**config.mk**
```make
export PLATFORM = sky130hd
export DESIGN_NAME = valid_ready_src_flat
export DESIGN_NICKNAME = d
export VERILOG_FILES = /design/src/rtl/valid_ready_src_pkg.sv /design/src/rtl/valid_ready_src_if.sv /design/src/rtl/valid_ready_src_lfsr.sv /design/src/rtl/valid_ready_src.sv /design/src/flat_wrapper.sv
export SDC_FILE = /design/constraint.sdc
export NUM_CORES = 1
export LEC_CHECK = 0
export CORE_UTILIZATION = 57
export CTS_CLUSTER_DIAMETER = 80
export DETAILED_ROUTE_END_ITERATION = 16
export DONT_BUFFER_PORTS = 1
export GPL_ROUTABILITY_DRIVEN = 0
export PLACE_DENSITY = 0.73
export SYNTH_ARGS = -nofsm -noshare
export SYNTH_HDL_FRONTEND = slang
export SYNTH_SLANG_ARGS = --single-unit
```
**constraint.sdc**
```tcl
create_clock -name clk -period 1.88 [get_ports clk]
set_input_delay 0.282 -clock clk [delete_from_list [all_inputs] [get_ports clk]]
set_output_delay 0.282 -clock clk [all_outputs]
set_load 0.01 [all_outputs]
```
**src/rtl/valid_ready_src_pkg.sv**
```systemverilog
// valid_ready_src_pkg
// Shared definitions for the valid/ready stream source:
//   vr_src_state_t : transmitter FSM states
//   VR_LFSR_TAPS   : Galois feedback mask (x^8+x^6+x^5+x^4+1)
//   VR_LFSR_DFLT   : reset value and replacement for an all-zero seed
//   vr_lfsr_next() : one right-shift step of the Galois LFSR
package valid_ready_src_pkg;

    typedef enum logic [1:0] {
        IDLE = 2'd0,
        SEND = 2'd1,
        GAP  = 2'd2
    } vr_src_state_t;

    localparam logic [7:0] VR_LFSR_TAPS = 8'hB8;
    localparam logic [7:0] VR_LFSR_DFLT = 8'h01;

    function automatic logic [7:0] vr_lfsr_next(input logic [7:0] s);
        return s[0] ? ((s >> 1) ^ VR_LFSR_TAPS) : (s >> 1);
    endfunction

endpackage

```
**src/rtl/valid_ready_src_if.sv**
```systemverilog
// valid_ready_src_if
// Valid/ready stream bundle.
//   vld  : word valid (source -> sink)
//   data : word payload, N bits (source -> sink)
//   rdy  : sink ready (sink -> source)
// Modports: master = stream source, slave = stream sink.
interface valid_ready_src_if #(
    parameter int N = 4
);
    logic         vld;
    logic [N-1:0] data;
    logic         rdy;

    modport master (output vld, output data, input rdy);
    modport slave  (input vld, input data, output rdy);
endinterface

```
**src/rtl/valid_ready_src_lfsr.sv**
```systemverilog
// vr_lfsr8
// 8-bit Galois LFSR used to pick idle gaps between words.
//   clk  : clock, rising edge
//   rst  : asynchronous reset, active-low; q returns to VR_LFSR_DFLT
//   load : load seed (an all-zero seed is replaced by VR_LFSR_DFLT)
//   seed : value to load
//   step : advance one step (load has priority)
//   q    : current state
module vr_lfsr8
    import valid_ready_src_pkg::*;
(
    input  logic       clk,
    input  logic       rst,
    input  logic       load,
    input  logic [7:0] seed,
    input  logic       step,
    output logic [7:0] q
);

    always_ff @(posedge clk or negedge rst) begin
        if (!rst) begin
            q <= VR_LFSR_DFLT;
        end else if (load) begin
            // an all-zero state would lock the LFSR up forever
            q <= (seed == 8'h00) ? VR_LFSR_DFLT : seed;
        end else if (step) begin
            q <= vr_lfsr_next(q);
        end
    end

endmodule

```
**src/rtl/valid_ready_src.sv**
```systemverilog
// valid_ready_src
// Valid/ready burst transmitter. A start pulse in IDLE launches burst_len
// words counting up from start_val (mod 2^N); optional LFSR-driven one-cycle
// idle gaps between words. All outputs are registered.
//   clk       : clock, rising edge
//   rst       : asynchronous reset, active-low
//   start     : launch request, only honoured in IDLE
//   start_val : first word of the burst
//   burst_len : words in the burst (0 = empty burst, done only)
//   gap_en    : enable random gap insertion for this burst
//   seed      : LFSR seed for this burst
//   busy      : burst in progress
//   done      : one-cycle pulse after the last handshake / empty burst
//   dwn       : stream output (master modport)
module valid_ready_src
    import valid_ready_src_pkg::*;
#(
    parameter int N     = 4,
    parameter int LEN_W = 8
) (
    input  logic                     clk,
    input  logic                     rst,
    input  logic                     start,
    input  logic [N-1:0]             start_val,
    input  logic [LEN_W-1:0]         burst_len,
    input  logic                     gap_en,
    input  logic [7:0]               seed,
    output logic                     busy,
    output logic                     done,
    valid_ready_src_if.master        dwn
);

    vr_src_state_t    state_q, state_d;
    logic [LEN_W-1:0] cnt_q, cnt_d;
    logic [N-1:0]     data_q, data_d;
    logic             gap_en_q, gap_en_d;
    logic             vld_q, busy_q, done_q;
    logic             done_d;
    logic             lfsr_load, lfsr_step;
    logic [7:0]       lfsr_q, lfsr_nx;
    logic             hs;

    vr_lfsr8 u_lfsr (
        .clk  (clk),
        .rst  (rst),
        .load (lfsr_load),
        .seed (seed),
        .step (lfsr_step),
        .q    (lfsr_q)
    );

    assign lfsr_nx = vr_lfsr_next(lfsr_q);
    assign hs      = vld_q & dwn.rdy;

    always_comb begin
        state_d   = state_q;
        cnt_d     = cnt_q;
        data_d    = data_q;
        gap_en_d  = gap_en_q;
        done_d    = 1'b0;
        lfsr_load = 1'b0;
        lfsr_step = 1'b0;
        unique case (state_q)
            IDLE: begin
                if (start) begin
                    if (burst_len != '0) begin
                        state_d   = SEND;
                        cnt_d     = burst_len;
                        data_d    = start_val;
                        gap_en_d  = gap_en;
                        lfsr_load = 1'b1;
                    end else begin
                        done_d = 1'b1;
                    end
                end
            end
            SEND: begin
                if (hs) begin
                    cnt_d     = cnt_q - 1'b1;
                    lfsr_step = 1'b1;
                    if (cnt_q == LEN_W'(1)) begin
                        state_d = IDLE;
                        done_d  = 1'b1;
                    end else begin
                        data_d  = data_q + 1'b1;
                        // gap decision uses the post-step LFSR value
                        state_d = (gap_en_q && lfsr_nx[0]) ? GAP : SEND;
                    end
                end
            end
            GAP: begin
                state_d = SEND;
            end
            default: begin
                state_d = IDLE;
            end
        endcase
    end

    // vld/busy are registered from the next state so no output decodes
    // combinationally from the state register or from dwn.rdy
    always_ff @(posedge clk or negedge rst) begin
        if (!rst) begin
            state_q  <= IDLE;
            cnt_q    <= '0;
            data_q   <= '0;
            gap_en_q <= 1'b0;
            vld_q    <= 1'b0;
            busy_q   <= 1'b0;
            done_q   <= 1'b0;
        end else begin
            state_q  <= state_d;
            cnt_q    <= cnt_d;
            data_q   <= data_d;
            gap_en_q <= gap_en_d;
            vld_q    <= (state_d == SEND);
            busy_q   <= (state_d != IDLE);
            done_q   <= done_d;
        end
    end

    assign dwn.vld  = vld_q;
    assign dwn.data = data_q;
    assign busy     = busy_q;
    assign done     = done_q;

endmodule

```
**src/flat_wrapper.sv**
```systemverilog
// flat-port wrapper written by rule: the top's interface ports become plain ports
module valid_ready_src_flat import valid_ready_src_pkg::*;
#(
    parameter int N     = 4,
    parameter int LEN_W = 8
)
  (clk, rst, start, start_val, burst_len, gap_en, seed, busy, done, dwn_vld, dwn_data, dwn_rdy);
  valid_ready_src_if #(.N(N)) dwn_i ();
  input  logic clk;
  input  logic rst;
  input  logic start;
  input  logic [N-1:0] start_val;
  input  logic [LEN_W-1:0] burst_len;
  input  logic gap_en;
  input  logic [7:0] seed;
  output logic busy;
  output logic done;
  output wire logic [$bits(dwn_i.vld)-1:0] dwn_vld;
  output wire logic [$bits(dwn_i.data)-1:0] dwn_data;
  input wire logic [$bits(dwn_i.rdy)-1:0] dwn_rdy;
  assign dwn_vld = dwn_i.vld;
  assign dwn_data = dwn_i.data;
  assign dwn_i.rdy = dwn_rdy;
  valid_ready_src #(.N(N), .LEN_W(LEN_W)) u_core (.clk(clk), .rst(rst), .start(start), .start_val(start_val), .burst_len(burst_len), .gap_en(gap_en), .seed(seed), .busy(busy), .done(done), .dwn(dwn_i));
endmodule
```
# Word level (Yosys, flattened, before mapping)

Index checks and enable logic that the tools add are counted.

Bits in read-only memories: 0
Memories: 0
Bits of input ports: 25
Bits in writable memories: 0
Register bits: 26
Bits in latches: 0

Reductions and logical operators: 10
Add/sub/neg operators: 2
Magnitude comparators: 0
Bitwise logic cells: 2
Div/mod/pow operators: 0
Shifts and indexed selects: 0
Equal/unequal tests: 8
Multipliers: 0
Muxes and demuxes: 29

Operators by type and width:

| operator              | count |
|---|---|
| $mux W8               | 7 |
| $mux W4               | 4 |
| $pmux W8 S2           | 1 |
| $mux W2               | 5 |
| $mux W1               | 9 |
| $eq A8 B1 Y1 const B  | 1 |
| $logic_not A8 Y1      | 1 |
| $pmux W4 S2           | 1 |
| $reduce_bool A8 Y1    | 1 |
| $sub A8 B1 Y8 const B | 1 |
| $pmux W2 S3           | 1 |
| $reduce_bool A2 Y1    | 3 |
| $reduce_and A5 Y1     | 1 |
| $add A4 B1 Y4 const B | 1 |
| $eq A2 B1 Y1 const B  | 2 |
| $ne A2 B1 Y1 const B  | 2 |
| $ne A2 B2 Y1 const B  | 2 |
| $not A3 Y4            | 1 |
| $reduce_and A4 Y1     | 1 |
| $reduce_and A3 Y1     | 1 |
| $eq A2 B2 Y1 const B  | 1 |
| $logic_not A2 Y1      | 1 |
| $pmux W1 S2           | 1 |
| $and A1 B1 Y1         | 1 |
| $logic_and A1 B1 Y1   | 1 |

# Logic depth before layout (Yosys ltp)

Word-level depth: 8
Mapped depth: 6
Depth with buffers taken out: 6

# Hierarchy

From an unflattened synthesis, not the netlist that was laid out.

Cell total of the unflattened synthesis: 156
Area, all modules: 1503.9 um^2

Modules (own cells, without submodules):

| module          | times used | area each (um^2) | cells an instance | seq. area each (um^2) |
|---|---|---|---|---|
| valid_ready_src | 1          | 1097.3           | 116               | 450.4 |
| vr_lfsr8        | 1          | 406.6            | 40                | 201.4 |

# Worst setup path after synthesis

OpenSTA, ideal clock, no wires.

Path kind: register to register
From: register u_core.cnt_q[2]
To: register u_core.cnt_q[7]
Arrival: 1581 ps
Period minus slack after synthesis: 1656 ps
Cell stages (with the launch flop): 5
Path slack: 224 ps
Cell sequence: dfrtp_1 or3_4 or4_4 o31a_1 o2bb2ai_2

Cells in the longest elaborated chain, start to end: 3

Ends and longest elaborated chain:

| item                     | RTL line               | RTL |
|---|---|---|
| start: declaration       | valid_ready_src.sv:34  | `logic [LEN_W-1:0] cnt_q, cnt_d;` |
| start signal: assignment | valid_ready_src.sv:113 | `cnt_q <= cnt_d;` |
| $sub A8 B1 Y8            | valid_ready_src.sv:79  | `cnt_d = cnt_q - 1'b1;` |
| $mux W8                  | valid_ready_src.sv:78  | `if (hs) begin` |
| $pmux W8 S2              | valid_ready_src.sv:63  | `unique case (state_q)` |

No other way between the ends. The select of a mux whose other input is x is not followed.
A chain may end at the register's enable or synchronous reset.

# Final worst setup path

Ends and elaborated chain as after synthesis.

==> results.md <==
- Yosys reg bits: 26
- Flop pwr share: between 30% and 40%
- Total gr overflow: 0
- Final clock period utilization by the worst path: between 90% and 100%
- Vias: ~1200
- Overall die height: approximately 53 µm
- Logic pwr share: a little under half
- Worst R2R Path Depth: 4
- Post-Syn Area: between 1000 and 1500 µm²
- Syn Area/Cell: 9.68 µm²
- Status: finished clean
- Initial drt markers: 29
- Core area: 2480 µm²
- Async SR Flop Fraction: 100%
- Clock skew: between 5 and 6 ps
- DRC viols: 0
- CP Class: reg2reg
- DIE AREA: ~2800 µm²
- Crit Path Max Fanout: 5
- Routed wl met3: 165 µm
- Layout Nets: 190
- Hold path start: seed[4]
- WL final: about 3200 µm
- Reg2reg start: u_core.cnt_q[2]
- Sw Ratio: between 40% and 50%
- HP Class: in2reg
- Startpoint Class: register
- GR Util All Layers: 24.7%
- # rows: 18
- Initial DRT Pass Iterations: 4
- Fin crit period: about 1800 ps
- Critical path cell sequence: or3_4 > or4_4 > o31a_1 > o2bb2ai_2
- Crit. End Element: register
- Skew-Pair Late Insertion Delay: slightly above 300 ps
- Via density: ~6.5
- Slew Limit Headroom: a little under two thirds
- Worst stage delay on the critical path: around 440 ps
- Most frequent cells in the layout: 25 x dfrtp_1, 13 x a21oi_1, 12 x nand2_1
- Setup_tns: 0 ps
- Placed cells: 185
- H-tree depth: 1
- P_int: around 1.7 mW
- RSZ-0062 raised after global routing: false
- Commonest non-fill, non-tap cell in the layout: dfrtp_1
- CP arrival: between 2000 and 2500 ps
- Worst EP required: 2130 ps
- PortBufs: 0
- Starting Density: 60.2%
- Top sig layer: met4
- Peak supply drop: 1030 µV
- Global-route wire length before repair: a little over 5000 µm
- Post-synth top flop: dfrtp_1
- Cell count after synthesis: between 150 and 200
- Cell Pwr Density: between 1500 and 2000 nW/µm²
- Final setup fails: 0
- Share of layout cells above drive strength 1: 17.4%
- Largest net degree at the start of global routing: 27
- Sw power: ~1.1 mW
- Final Hold Fails: 0
- N_diodes: 0
- Slew Limit Fails: 0
- Wire length on met2: between 1500 and 2000 µm
- Yosys warns: 0
- Worst path buffer plus inverter count: 0
- CTS tree: yes
- Crit path to: u_core.cnt_q[7]
- Delay-heaviest family, CP: simple AND/OR/NAND/NOR gates
- Worst-path clk slew: 140 ps
- P_leak: 0.673 nW
- Clock power frac: 13.4%
- Fin cells: 191
- Design Area, Final: roughly 1700 µm²
- Worst hold margin: ~70 ps
- Total of max-cap violations: 0
- Clk sinks: 26
- Top Ports: 32
- M1 WL: roughly 1400 µm
- Post-detail-place hpwl: approximately 2300 µm
- Per-cell routed wire length: 16.5 µm
- Syn nets: about 180
- Yosys cell types: 44
- Crit. path cell count: 4
- Root buf cell: clkbuf_4
- F_max: between 0.5 and 0.6 GHz
- Reg-to-Reg End: u_core.cnt_q[7]
- Seq/Total Area, Yosys: 43.7%
- Setup crit start: u_core.cnt_q[2]
- Antenna Nets Post-Route: 0
- Post-synth EDFFs: 0
- Finished Core Util: 66.8%
- Total CTS buffers: 3
- Post-CTS Setup Bufs: 0
- Synth-to-layout area growth: 10.9%
- Flop2flop setup slack: between 100 and 150 ps
- Vias in the first global route: roughly 1200
- Placed cell area: around 1600 µm²
- Fill cells: between 200 and 250
- Initial antenna violation count: 0
- Die W: around 53 µm
- Slowest cell on the critical path: dfrtp_1
- Slew @ Worst Pin: 542 ps
- Max clock buf depth: 2
==> how the worst min path moves through the flow <==
stage	end	slack, ps	depth (start not counted)
floorplan	u_core.busy	-10	0
global placement	u_core.done	-10	0
detailed placement	u_core.done	-10	0
CTS	u_core.u_lfsr.q[4]	60	2
global route	u_core.u_lfsr.q[1]	50	2
finish	u_core.u_lfsr.q[4]	70	2
==> stage by stage <==
stage / setup WS, ps / power [mW]
after CTS: 70.5 / 2.83
after global placement: 174 / 2.37
after global routing: 0.648 / 3.04
after detailed placement: 109 / 2.42
after floorplan: 224 / 2.08
final: 117 / 2.83
==> state kept, by name (all words and copies together), names as in the netlist <==
name,count
u_core.dwn.data,4
u_core.gap_en_q,1
u_core.u_lfsr.q,8
u_core.busy,1
u_core.dwn.vld,1
u_core.cnt_q,8
u_core.done,1
u_core.state_q,2
==> cell families (layout without fill, tap and decap cells) <==
logic type	Yosys count	in the layout	share of synthesized area (%)
AO/OA/AOI/OAI	55	55	26.3
XOR/XNOR	3	3	1.76
buffers and inverters	13	20	3.52
adder cells (fa/ha/maj)	3	3	2.52
AND/OR/NAND/NOR	48	48	18.0
multiplexers	6	6	4.19
flip-flops	26	26	43.7
==> cell usage after synthesis (all sizes together) (3+ instances only) <==
library cell	count	share of area (%)
a21oi	13	4.4
o2bb2ai	8	5.1
o21ai	11	3.7
dfrtp	25	42
xnor2	3	1.8
nor4	4	2.5
inv	4	1.0
ha	3	2.5
nor2	9	2.4
o22ai	7	2.9
buf	3	1.0
nor3	9	3.0
nand2	12	3.0
mux2i	4	2.7
a22oi	4	2.0
clkbuf	6	1.5
==> final cells by class <==
type                       count  area (µm²)  share of cell area [%]
multi-input combinational    115         792                    47.9
timing repair buffer          12         105                    6.35
sequential                    26         652                    39.4
clock buffer                   3        22.5                    1.36
tap                           30        37.5                    2.27
inverter                       4        15.0                   0.908
clock inverter                 1        30.0                    1.82
==> layer usage <==
layer / global-route usage, % / up-vias
met3: 2.87 / 6
met1: 32.5 / 596
met5: 0 / -
li1: - / 597
met4: 10.1 / 0
met2: 40.9 / 42
==> power groups by stage <==
| stage | logic, mW | registers, mW | clock network (mW) |
|---|---|---|---|
| floorplan | 1.04 | 1.04 | 0 |
| global placement | 1.27 | 1.10 | 0 |
| detailed placement | 1.30 | 1.12 | 0 |
| CTS | 1.33 | 1.11 | 0.388 |
| global route | 1.48 | 1.15 | 0.406 |
| finish | 1.34 | 1.12 | 0.379 |
==> timing repair <==
item                                   in CTS  in global routing
hold buffers                                2                  0
resized for setup                           0                  1
setup endpoints to repair                   0                  1
endpoints found under the hold margin      26                  0
Power figures use the tool's default switching activity.
==> variant 1 (same settings) <==
Encoding of `vr_src_state_t`: now one-hot (3 bits for 3 states).
--- a/src/rtl/valid_ready_src_pkg.sv
+++ b/src/rtl/valid_ready_src_pkg.sv
@@ -6,10 +6,10 @@
 //   vr_lfsr_next() : one right-shift step of the Galois LFSR
 package valid_ready_src_pkg;
 
-    typedef enum logic [1:0] {
-        IDLE = 2'd0,
-        SEND = 2'd1,
-        GAP  = 2'd2
+    typedef enum logic [2:0] {
+        IDLE = 3'b001,
+        SEND = 3'b010,
+        GAP  = 3'b100
     } vr_src_state_t;
 
     localparam logic [7:0] VR_LFSR_TAPS = 8'hB8;
Check against the original RTL: same outputs for any inputs over 10 cycles, from zero or initial values and one cycle with rst low; not proved beyond that.
==> variant 1 against the unedited design <==
  * Sequential cell count up 1
  * Critical endpoint is now u_core.cnt_q[4]
  * Design area is 2.2% higher
  * First-iteration DRC count fell by 3.4%
  * Count of clock-buffer cells in the layout did not move
  * Routed wire length increased by 7.7%
  * Synthesized cell count rose by 5.8%
  * Power is 12% lower
  * Worst hold slack got worse by 0.019 ns
  * Setup slack better by 0.045 ns
  * Synthesized area rose by 5.5%
==> variant 1: results <==
[route]
detail_route.first_pass.iterations = 4
finalWirelength_mm = 3.40
drc_violation_total_after_the_first_tritonroute_iteration = 28
routed_via_density = 6.32

[sta]
setup_tns_ns = 0
worst_slew_pin_slew_ns = 0.587
fin_hold_ws_ns = 0.0515
fin_skew_ns = 0.00736

[global_routing]
use_met2_pct = 40.4
global_route.usage.met1_pct = 34.0
grt_pass1_wl_mm = 5.29
use_met3_pct = 3.89
antenna_found_initial = 0
maximum_number_of_pins_on_one_net_before_global_route_repair = 28
via_count_of_the_first_global_routing_pass = 1204
grt_use_total_pct = 24.8

[yosys]
synth-adder-area-share_pct = 2.39
synth.area.mux_share_pct = 5.81
synth_fp_nets = 191
synth_compound_gate_area_share_pct = 23.2
synth_async_sr_flop_share_pct = 100
ys_warn_count = 0
yosys-top-cells-count = dfrtp_1, nand2_1, o21ai_0
synth-xor-area-share_pct = 1.67
synth_top_cells_by_area = dfrtp_1, mux2i_1, nand2_1
synth_cell_types = 42
synth_sequential_area_ratio_pct = 43.1

[power_and_ir_drop]
worst_ir_drop_vdd_v = 0.000921
leakage_power_summed_over_all_cells_uw = 0.000702

[critical_path]
crit_arrival_ns = 1.97
r2r_startpoint = u_core.cnt_q[0]
critical_path.slowest_cell = or3b_2
r2r_cells = 6
r2r_slack_ns = 0.16
crit_family = simple AND/OR/NAND/NOR gates
slowest_delay_ns = 0.52
critical_path_peak_fanout = 5
critical_path.reg2reg.endpoint = u_core.cnt_q[4]

[layout]
design.final.nets = 198
fillers = 215
diodes = 0
layout_cells_sized_above_1_pct = 16.6

[clock_network]
clock_path_buffers = 2
tritoncts.num_buffers = 3
worst_skew_pair.late_latency_ns = 0.33
h_tree_depth = 1
clk_pin_slew_worst_paths_ns = 0.15
clk_root_buffer_cell = clkbuf_4
post_cts.repair.setup_buffers = 0

[worst_hold_path]
worst_hold_path.endpoint = u_core.u_lfsr.q[3]
timing.hold.worst.class = in2reg
hp-start = seed[3]
hold-path-cell-count = 2

[place]
io_buffer_count = 0
hpwl_mm = 2.36
pre_cts_ws_ns = 0.135

[run_status]
run_status = finished clean
[variant 1: worst register-to-register path, cell delays in order, from the launching register on]
cell and delay [ns]:
dfrtp_1 0.46, inv_1 0.08, ha_1 0.18, or3b_2 0.52, nor3_1 0.19, a21oi_1 0.06, o221ai_1 0.16
[variant 1: worst max path at each step]
stage                         end         startpoint
2_1_floorplan     u_core.cnt_q[0]  u_core.state_q[0]
3_3_place_gp   u_core.dwn.data[1]  u_core.state_q[2]
4_1_cts           u_core.cnt_q[6]  u_core.state_q[0]
5_1_grt        u_core.u_lfsr.q[1]  u_core.state_q[0]
6_report          u_core.cnt_q[4]    u_core.cnt_q[0]
3_5_place_dp      u_core.cnt_q[6]  u_core.state_q[0]
[variant 1: area by class of cell]
class / count / area share, %
inverter: 7 / 1.55
timing repair buffer: 13 / 6.66
tap: 30 / 2.22
clock inverter: 1 / 0.296
multi-input combinational: 118 / 47.8
sequential: 27 / 40.1
clock buffer: 3 / 1.33
[variant 1: cells by family (layout without fill, tap and decap cells)]
group                      after synthesis  in the layout
AOI/OAI and AO/OA                       52             52
and+or+nand+nor                         51             51
DFF                                     27             27
buffers and inverters                   18             24
muxes                                    9              9
adders and majority gates                3              3
xor gates and xnor gates                 3              3
[variant 1: timing repair]
item | CTS | global route
endpoints found under the hold margin | 27 | 0
hold buffers | 2 | 0
resized for setup | 0 | 3
endpoints found under the setup margin | 0 | 3
[variant 1: routing by layer]
metal / share of wire (%) / vias to the layer above
met4: 1.0 / 0
met1: 48 / 594
met2: 46 / 34
met3: 5.4 / 5
met5: 0 / -
li1: - / 624
[variant 1: power by group]
group / internal (uW) / switching, uW / leakage (uW)
clock: 79.9 / 180 / 0.0000177
combinational: 503 / 559 / 0.000358
sequential: 861 / 295 / 0.000326
total: 1440 / 1030 / 0.000702
[variant 1: per-stage QoR]
step | std cells | util [%] | area (sq um)
CTS | 199 | 65.8 | 1670
floorplan | 163 | - | 1570
detailed placement | 193 | 63.5 | 1620
finish | 199 | 66.4 | 1690
global placement | 193 | 63.5 | 1620
global route | 199 | 66.4 | 1690
==> variant 2 (same flow settings) <==
Without the edit above. `N` is set to 4 in 3 places; all go to 8.
--- a/src/rtl/valid_ready_src_if.sv
+++ b/src/rtl/valid_ready_src_if.sv
@@ -5,7 +5,7 @@
 //   rdy  : sink ready (sink -> source)
 // Modports: master = stream source, slave = stream sink.
 interface valid_ready_src_if #(
-    parameter int N = 4
+    parameter int N = 8
 );
     logic         vld;
     logic [N-1:0] data;
--- a/src/rtl/valid_ready_src.sv
+++ b/src/rtl/valid_ready_src.sv
@@ -15,7 +15,7 @@
 module valid_ready_src
     import valid_ready_src_pkg::*;
 #(
-    parameter int N     = 4,
+    parameter int N     = 8,
     parameter int LEN_W = 8
 ) (
     input  logic                     clk,
--- a/src/flat_wrapper.sv
+++ b/src/flat_wrapper.sv
@@ -1,7 +1,7 @@
 // flat-port wrapper written by rule: the top's interface ports become plain ports
 module valid_ready_src_flat import valid_ready_src_pkg::*;
 #(
-    parameter int N     = 4,
+    parameter int N     = 8,
     parameter int LEN_W = 8
 )
   (clk, rst, start, start_val, burst_len, gap_en, seed, busy, done, dwn_vld, dwn_data, dwn_rdy);
Ports: changed (resized dwn_data and start_val); port bits go from 32 to 40. No check against the original RTL was run, so the function may have changed too.
==> variant 2 against the unedited design <==
  * The run now ends with DRC left
  * Via count is 25% higher
  * Routed wire length increased by 35%
  * Sequential power increased by 21%
  * Clock skew grew 0.0039 ns
  * Worst hold slack better by 0.033 ns
  * Core utilization up 2.4 points
  * Critical path depth rose by 1
  * Synthesized area increased by 19%
  * Sequential cell count increased by 4
  * Setup slack got worse by 0.026 ns
  * Design area grew 19%
  * Final cell count is 20% higher
  * Power grew 22%
  * Non-clock buffer count is 4 higher
==> variant 2: results <==
[power_and_ir_drop]
worst_ir_drop_vdd_v = 0.000863
leakage_power_summed_over_all_cells_uw = 0.000772

[clock_network]
clk_root_buffer_cell = clkbuf_4
clock_path_buffers = 2
worst_skew_pair.late_latency_ns = 0.32
h_tree_depth = 2
clk_pin_slew_worst_paths_ns = 0.09
tritoncts.num_buffers = 5

[global_routing]
maximum_number_of_pins_on_one_net_before_global_route_repair = 31
antenna_found_initial = 0
grt_pass1_wl_mm = 6.91
grt_use_total_pct = 27.5
via_count_of_the_first_global_routing_pass = 1518

[job]
drv_cap = 0

[route]
finalWirelength_mm = 4.27
drc_violation_total_after_the_first_tritonroute_iteration = 126
wl_per_cell_um = 18.6
detail_route.first_pass.iterations = 12
post-route-drc-count = 1
routed_via_density = 6.76

[worst_hold_path]
timing.hold.worst.class = in2reg
hold-path-cell-count = 1

[critical_path]
r2r_cells = 5
crit_arrival_ns = 2.06
critical_path_peak_fanout = 11

[place]
io_buffer_count = 0
place_area_sq_um = 1840
pre_cts_ws_ns = 0.0960
place_inst = 216
hpwl_mm = 2.94

[layout]
design.final.nets = 230
diodes = 0
layout_cells_sized_above_1_pct = 18.1

[yosys]
synth_cell_types = 53
synth_cells = 186
synth_top_cells_by_area = dfrtp_1, a21oi_1, nor2_1
ys_warn_count = 0
yosys-top-cells-count = dfrtp_1, nor2_1, a21oi_1
synth_sequential_area_ratio_pct = 42.4
synth_async_sr_flop_share_pct = 100

[run_status]
violations = DRC
run_status = finished with violations

[sta]
slew_headroom_pct = 65.2
fin_skew_ns = 0.00966
variant 2: timing repair:
action | in CTS | in global routing
endpoints found under the hold margin | 30 | 0
resized for setup | 0 | 3
buffers inserted | 0 | 4
setup endpoints to repair | 0 | 6
hold buffers | 2 | 0
variant 2: critical path, stage by stage, from the launching register on:
cell       delay (ns)
dfrtp_1          0.44
or3b_4           0.42
a21oi_4          0.25
buf_4            0.23
a2bb2oi_1        0.25
o22a_1           0.16
variant 2: final timing paths:
check / from / endpoint / slack (ns)
max: u_core.state_q[1] / u_core.dwn.data[4] / 0.09
min in group asynchronous: rst / u_core.cnt_q[4] / 0.39
min reg2reg: u_core.u_lfsr.q[3] / u_core.u_lfsr.q[3] / 0.53
max in group asynchronous: rst / u_core.u_lfsr.q[0] / 1.26
max reg2reg: u_core.state_q[1] / u_core.dwn.data[4] / 0.09
min: gap_en / u_core.gap_en_q / 0.10
variant 2: kinds of logic (layout without fill, tap and decap cells):
family | count (synthesis) | count (layout) | share of synthesized area, %
xor+xnor | 3 | 3 | 1.48
simple gates | 63 | 63 | 20.3
flops | 30 | 30 | 42.4
compound gates | 69 | 69 | 27.6
mux | 3 | 3 | 1.76
buf+inv | 15 | 28 | 4.30
fa+ha+maj | 3 | 3 | 2.12
variant 2: where the power goes:
| part | internal (uW) | switching, uW | leakage, uW | total, uW |
|---|---|---|---|---|
| combinational | 807 | 890 | 0.000379 | 1700 |
| clock | 181 | 219 | 0.0000353 | 400 |
| sequential | 956 | 402 | 0.000358 | 1360 |
| total | 1940 | 1510 | 0.000772 | 3460 |
variant 2: metal layers:
metal	vias to the layer above	part of all wire [%]	GRT usage [%]	wire length [um]
met5	-	0	0	0
met4	0	1.5	10.9	62
met3	7	6.5	6.70	276
met2	66	50	46.3	2120
met1	741	42	34.2	1810
li1	740	-	-	-
variant 2: cell type report:
class | count | area, sq um
timing repair buffer | 16 | 148
sequential | 30 | 752
multi-input combinational | 141 | 960
clock buffer | 7 | 55.1
fill | 233 | 880
clock inverter | 1 | 5.00
inverter | 4 | 15.0
tap | 31 | 38.8
variant 2: per-stage QoR:
step / setup TNS, ns / utilization (%)
6_report: 0 / 69.2
5_1_grt: -0.0148 / 69.2
4_1_cts: 0 / 67.6
3_5_place_dp: 0 / 64.5
3_3_place_gp: 0 / 64.5
2_1_floorplan: 0 / -
